<file path="config.mk">
export PLATFORM = sky130hd
export DESIGN_NAME = countdown_timer_ctrl
export DESIGN_NICKNAME = d
export VERILOG_FILES = /design/src/rtl/timer_pkg.sv /design/src/rtl/countdown_timer_ctrl_digit.sv /design/src/rtl/countdown_timer_ctrl.sv
export SDC_FILE = /design/constraint.sdc
export NUM_CORES = 1
export LEC_CHECK = 0
export CORE_UTILIZATION = 30
export DETAILED_ROUTE_END_ITERATION = 6
export GPL_ROUTABILITY_DRIVEN = 0
export PLACE_DENSITY = 0.48
export SYNTH_ARGS = -nofsm -noshare
export SYNTH_HDL_FRONTEND = slang
export SYNTH_HIERARCHICAL = 1
export SYNTH_SLANG_ARGS = --single-unit
export TNS_END_PERCENT = 50
</file>
<file path="constraint.sdc">
create_clock -name clk -period 2.85 [get_ports clk]
set_input_delay 0.4275 -clock clk [delete_from_list [all_inputs] [get_ports clk]]
set_output_delay 0.4275 -clock clk [all_outputs]
set_load 0.03 [all_outputs]
</file>
<file path="src/rtl/timer_pkg.sv">
// Shared types and constants for the countdown timer controller.
package timer_pkg;

  typedef enum logic [1:0] {
    IDLE  = 2'd0,
    RUN   = 2'd1,
    PAUSE = 2'd2,
    DONE  = 2'd3
  } state_t;

  localparam int unsigned BCD_W = 4;

  // Split a whole-seconds load value into its BCD tens/ones digits.
  function automatic logic [BCD_W-1:0] load_tens(input int unsigned sec);
    return BCD_W'(sec / 10);
  endfunction

  function automatic logic [BCD_W-1:0] load_ones(input int unsigned sec);
    return BCD_W'(sec % 10);
  endfunction

endpackage

</file>
<file path="src/rtl/countdown_timer_ctrl_digit.sv">
// One BCD digit that counts down 9..0 with wrap; borrow flags a 0 -> 9 step.
module bcd_down_digit
  import timer_pkg::*;
(
  input  logic             clk,
  input  logic             rst,
  input  logic             load,
  input  logic [BCD_W-1:0] load_val,
  input  logic             dec,
  output logic [BCD_W-1:0] q,
  output logic             borrow
);

  always_ff @(posedge clk) begin
    if (rst || load) begin
      q <= load_val;
    end else if (dec) begin
      q <= (q == '0) ? BCD_W'(9) : q - BCD_W'(1);
    end
  end

  assign borrow = dec && (q == '0);

endmodule

</file>
<file path="src/rtl/countdown_timer_ctrl.sv">
// Game countdown timer: gates the 100 ms tick generator, counts SS.t down in BCD,
// and reports running / low-time warning / timeout to the game FSM.
module countdown_timer_ctrl
  import timer_pkg::*;
#(
  parameter int unsigned LOAD_SEC = 30,
  parameter int unsigned WARN_SEC = 5
) (
  input  logic             clk,
  input  logic             rst,
  input  logic             start,
  input  logic             pause,
  input  logic             clear,
  input  logic             ms100,
  output logic             tick_en,
  output logic [BCD_W-1:0] sec_tens,
  output logic [BCD_W-1:0] sec_ones,
  output logic [BCD_W-1:0] tenths,
  output logic             running,
  output logic             warn,
  output logic             timeout
);

  if (LOAD_SEC < 1 || LOAD_SEC > 99) begin : g_bad_load
    $error("countdown_timer_ctrl: LOAD_SEC must be 1..99");
  end
  if (WARN_SEC > LOAD_SEC) begin : g_bad_warn
    $error("countdown_timer_ctrl: WARN_SEC must be 0..LOAD_SEC");
  end

  localparam logic [BCD_W-1:0] LOAD_TENS = load_tens(LOAD_SEC);
  localparam logic [BCD_W-1:0] LOAD_ONES = load_ones(LOAD_SEC);

  state_t     state, state_n;
  logic       load, dec, timeout_n, warn_n;
  logic       tenths_borrow, ones_borrow, tens_borrow_unused;
  logic       at_last_tenth;
  logic [6:0] secs_cur, secs_n;

  bcd_down_digit u_tenths (
    .clk      (clk),
    .rst      (rst),
    .load     (load),
    .load_val ('0),
    .dec      (dec),
    .q        (tenths),
    .borrow   (tenths_borrow)
  );

  bcd_down_digit u_ones (
    .clk      (clk),
    .rst      (rst),
    .load     (load),
    .load_val (LOAD_ONES),
    .dec      (tenths_borrow),
    .q        (sec_ones),
    .borrow   (ones_borrow)
  );

  // Tens never borrows: the terminal 00.0 is caught before any underflow.
  bcd_down_digit u_tens (
    .clk      (clk),
    .rst      (rst),
    .load     (load),
    .load_val (LOAD_TENS),
    .dec      (ones_borrow),
    .q        (sec_tens),
    .borrow   (tens_borrow_unused)
  );

  assign at_last_tenth = (sec_tens == '0) && (sec_ones == '0) && (tenths == BCD_W'(1));

  always_comb begin
    state_n   = state;
    load      = 1'b0;
    dec       = 1'b0;
    timeout_n = 1'b0;
    if (clear) begin
      state_n = IDLE;
      load    = 1'b1;
    end else begin
      case (state)
        IDLE: begin
          if (start && !pause) state_n = RUN;
        end
        RUN: begin
          if (ms100) begin
            dec = 1'b1;
            // Reaching 00.0 ends the game even if pause arrives on the same tick.
            if (at_last_tenth) begin
              state_n   = DONE;
              timeout_n = 1'b1;
            end else if (pause) begin
              state_n = PAUSE;
            end
          end else if (pause) begin
            state_n = PAUSE;
          end
        end
        PAUSE: begin
          if (pause || start) state_n = RUN;
        end
        DONE: begin
          if (start && !pause) begin
            state_n = RUN;
            load    = 1'b1;
          end
        end
        default: begin
          state_n = IDLE;
          load    = 1'b1;
        end
      endcase
    end
  end

  // Warn looks at the seconds value that will be visible after this edge.
  always_comb begin
    secs_cur = 7'(sec_tens) * 7'd10 + 7'(sec_ones);
    if (load)               secs_n = 7'(LOAD_SEC);
    else if (tenths_borrow) secs_n = secs_cur - 7'd1;
    else                    secs_n = secs_cur;
    warn_n = ((state_n == RUN) || (state_n == PAUSE)) && (secs_n < 7'(WARN_SEC));
  end

  always_ff @(posedge clk) begin
    if (rst) begin
      state   <= IDLE;
      tick_en <= 1'b0;
      running <= 1'b0;
      warn    <= 1'b0;
      timeout <= 1'b0;
    end else begin
      state   <= state_n;
      tick_en <= (state_n == RUN);
      running <= (state_n == RUN);
      warn    <= warn_n;
      timeout <= timeout_n;
    end
  end

endmodule
</file>
Yosys cells after proc, flatten, opt, wreduce, memory -nomap -nowiden
Index checks and enable logic that the tools add are counted.
Widths: inputs -> output; s select.
- equal/unequal tests: 6
- bitwise gates (word level): 2
- reduce and logical (&&, ||, !) cells: 16
- muxes and demuxes: 19
- $mul: 1
- magnitude comparators: 1
- add/sub/neg operators: 5
- operator list (operator ; count):
    $mux 7 ; 2
    $logic_not 4->1 ; 3
    $mux 2 ; 6
    $mux 4 ; 3
    $sub 4x1->4 const B ; 3
    $add 7x4->7 ; 1
    $lt 7x3->1 const B ; 1
    $mux 1 ; 7
    $sub 7x1->7 const B ; 1
    $eq 2x2->1 const B ; 3
    $logic_and 1x1->1 ; 6
    $mul 4x3->6 const B ; 1
    $pmux 2 s3 ; 1
    $eq 2x1->1 const B ; 2
    $eq 4x1->1 const B ; 1
    $reduce_or 4->1 ; 1
    $logic_or 1x1->1 ; 3
    $logic_not 2->1 ; 1
    $not 1->1 ; 2
    $reduce_or 2->1 ; 1
    $logic_not 1->1 ; 1
- register bits after elaboration: 17
- input bits: 6
- output and inout bits: 16

Depth between registers and ports, before layout
- depth in word-level cells: 10
- mapped depth: 9
- mapped depth without buffers: 9

Hierarchy
The synthesis kept the hierarchy.
- modules (own cells, without submodules) (module ; cells each ; area each (µm²) ; instances ; sequential area each (µm²)):
    countdown_timer_ctrl ; 81 ; 710.7 ; 1 ; 100.1
    bcd_down_digit ; 22 ; 227.7 ; 3 ; 120.1

Worst setup path after synthesis
OpenSTA, ideal clock, no wires.
- kind: reg2reg
- start: register u_tens.q[0]
- end: register warn
- clock period less this slack: 2614 ps
- stages on the path, launching flop included: 8
- setup slack: 236 ps
- data arrival time: 2510 ps
- path through: edfxtp_1 ha_1 fa_1 nand3b_1 or2_4 o31ai_4 o221ai_2 a2111oi_2
- longest elaborated chain between the ends: 10
- elaborated cells between the ends (all ways): 17
- classes of those cells: 2 x add/sub; 1 x mul; 1 x order compare; 2 x eq/ne; 6 x mux; 5 x reduce/logical
- RTL lines (what ; line ; source):
    from (decl) ; countdown_timer_ctrl_digit.sv:10 ; output logic [BCD_W-1:0] q,
    from (signal assigned) ; countdown_timer_ctrl_digit.sv:16 ; q <= load_val;
    from (signal assigned) ; countdown_timer_ctrl_digit.sv:18 ; q <= (q == '0) ? BCD_W'(9) : q - BCD_W'(1);
    parallel branches: the longest is 9 deep, another holds $add 7x4->7 ; -- ;
    $logic_and 1x1->1 (*) ; countdown_timer_ctrl.sv:123 ; warn_n = ((state_n == RUN) || (state_n == PAUSE)) && (secs_n < 7'(WARN_SEC));
    to (signal assigned) ; countdown_timer_ctrl.sv:137 ; warn <= warn_n;
    to (decl) ; countdown_timer_ctrl.sv:20 ; output logic warn,
Mark *: on every way between the ends.
A chain may end at the register's enable or synchronous reset.

Worst setup path after layout
Same ends and word-level chain as after synthesis.

==> results.sh <==
export IMPL_finalCriticalPeriod_ps=2620
export IMPL_fin_crit_sh_pct=91.94
export IMPL_syn_avg_cell_area_um2=9.478
export IMPL_hold_class="reg -> reg"
export IMPL_finalSetupTns_ps=0
export IMPL_port_buffers=21
export IMPL_ioPinCount=22
export IMPL_grt_pass1_wl_mm=5.685
export IMPL_die_w_um=69.92
export IMPL_drv_cap=0
export IMPL_whs_ps=572.7
export IMPL_drtIter0Drc=39
export IMPL_cp_max_fo=5
export IMPL_grt_max_degree=14
export IMPL_powerDensity_mw_per_mm2=461.8
export IMPL_area_growth_pct=33.45
export IMPL_cts_setup_buffers=0
export IMPL_postLayoutSetupSlackWorst_ps=229.6
export IMPL_core_mm2=0.004384
export IMPL_synth_cells=146
export IMPL_p_leak_nw=0.7138
export IMPL_die_area_mm2=0.004888
export IMPL_clock_fmax_ghz=0.3816
export IMPL_clk_path_buf_depth=2
export IMPL_first_global_vias=1210
export IMPL_preCtsSetupSlack_ps=52.07
export IMPL_grt_usage_pct=14.47
export IMPL_cts_buffers_inserted=3
export IMPL_cp_required_ps=3000
export IMPL_h_tree_depth=1
export IMPL_placementRows=24
export IMPL_hold_buffers=0
export IMPL_slew_violations=0
export IMPL_dp_hpwl_mm=2.643
export IMPL_clkTransAtPathRegs_ps=70
export IMPL_setup_viol=0
export IMPL_antenna_cells=0
export IMPL_antenna_found_initial=0
export IMPL_start_util_pct=31.56
export IMPL_fin_worst_skew_ps=4.584
export IMPL_root_buffer="clkbuf_8"
export IMPL_start_kind="register"
export IMPL_insertion_delay_ps=250
export IMPL_cp_arrival_ps=2770
export IMPL_die_height_um=69.92
export IMPL_overflow=0
export IMPL_status="completed"
export IMPL_worstSetupPathType="reg -> reg"
export IMPL_dr_total_vias=1201
export IMPL_yosys_warnings=6
export IMPL_post_drt_wl_per_cell_um=13.61
export IMPL_cts_tree="done"
export IMPL_drive_above_1_share_pct=14.95
export IMPL_cts_resized=0
export IMPL_synth_area_mm2=0.001384
export IMPL_finalHoldViolations=0
export IMPL_cts_sinks=17
export IMPL_peakVddDrop_mv=0.2678
export IMPL_first_pass_iters=4
export IMPL_crit_path_end_kind="register"
export IMPL_ant_nets=0
export IMPL_drc=0
export IMPL_rsz0062_at_grt="false"
export IMPL_nets=216
export IMPL_routed_via_density=4.882
export IMPL_wirelength_mm=3.347
-- cell usage in the layout (no fill, tap or decap), drive strengths merged, types with 3 or more instances in the layout --
cell / count
and3b: 3
o31ai: 4
conb: 12
nor3b: 3
buf: 14
or3: 4
ha: 13
inv: 5
nand2: 10
xnor2: 5
a21oi: 9
clkbuf: 3
o21ai: 10
clkdlybuf4s50: 21
a31oi: 6
nor2: 17
edfxtp: 12
dfxtp: 5
nor3: 9
-- state kept, by name, summed over array words and instances, names as in the netlist --
name,flops
timeout,1
u_ones/q,4
running,1
warn,1
u_tens/q,4
u_tenths/q,4
state,2
-- per-stage QoR --
stage / utilization [%] / total power [mW] / std cells / instance area (um2)
2_1_floorplan: - / 0.5496 / 156 / 1421
3_3_place_gp: 40.92 / 0.6633 / 242 / 1794
3_5_place_dp: 40.92 / 0.6738 / 242 / 1794
4_1_cts: 41.98 / 0.8619 / 246 / 1841
5_1_grt: 42.12 / 0.9097 / 246 / 1847
6_report: 42.12 / 0.8528 / 246 / 1847
-- final cells by class --
class / count / area (um2)
sequential: 17 / 460.4
inverter: 5 / 18.77
multi-input combinational: 133 / 940.9
tap: 52 / 65.06
fill: 449 / 2537
clock buffer: 3 / 41.29
timing repair buffer: 35 / 315.3
clock inverter: 1 / 5.005
-- critical path, cell delays in order, from the launching register on --
cell	delay (ps)
edfxtp_1	490
ha_1	280
fa_1	500
nand3b_1	230
or2_4	280
nor3b_1	230
o221ai_2	140
a2111oi_2	370
-- per-layer routing --
layer  global-route usage, %  up-vias  wire length, um
met5                       0        -                0
met4                   2.000        0               12
met3                   3.608        2              106
met2                   24.15       26             1576
met1                   19.35      544             1652
li1                        -      629                -
-- report_power, final --
| group | internal, mW | switching [mW] |
|---|---|---|
| Clock | 0.0971 | 0.0885 |
| Combinational | 0.157 | 0.205 |
| Sequential | 0.288 | 0.0170 |
| Total | 0.542 | 0.310 |
-- final timing paths --
kind | end | slack (ps) | depth (start not counted) | start
max reg2reg | warn | 230 | 7 | u_tens/q[0]
min | timeout | 570 | 3 | u_ones/q[0]
min reg2reg | timeout | 570 | 3 | u_ones/q[0]
max | warn | 230 | 7 | u_tens/q[0]
Power figures use the tool's default switching activity.
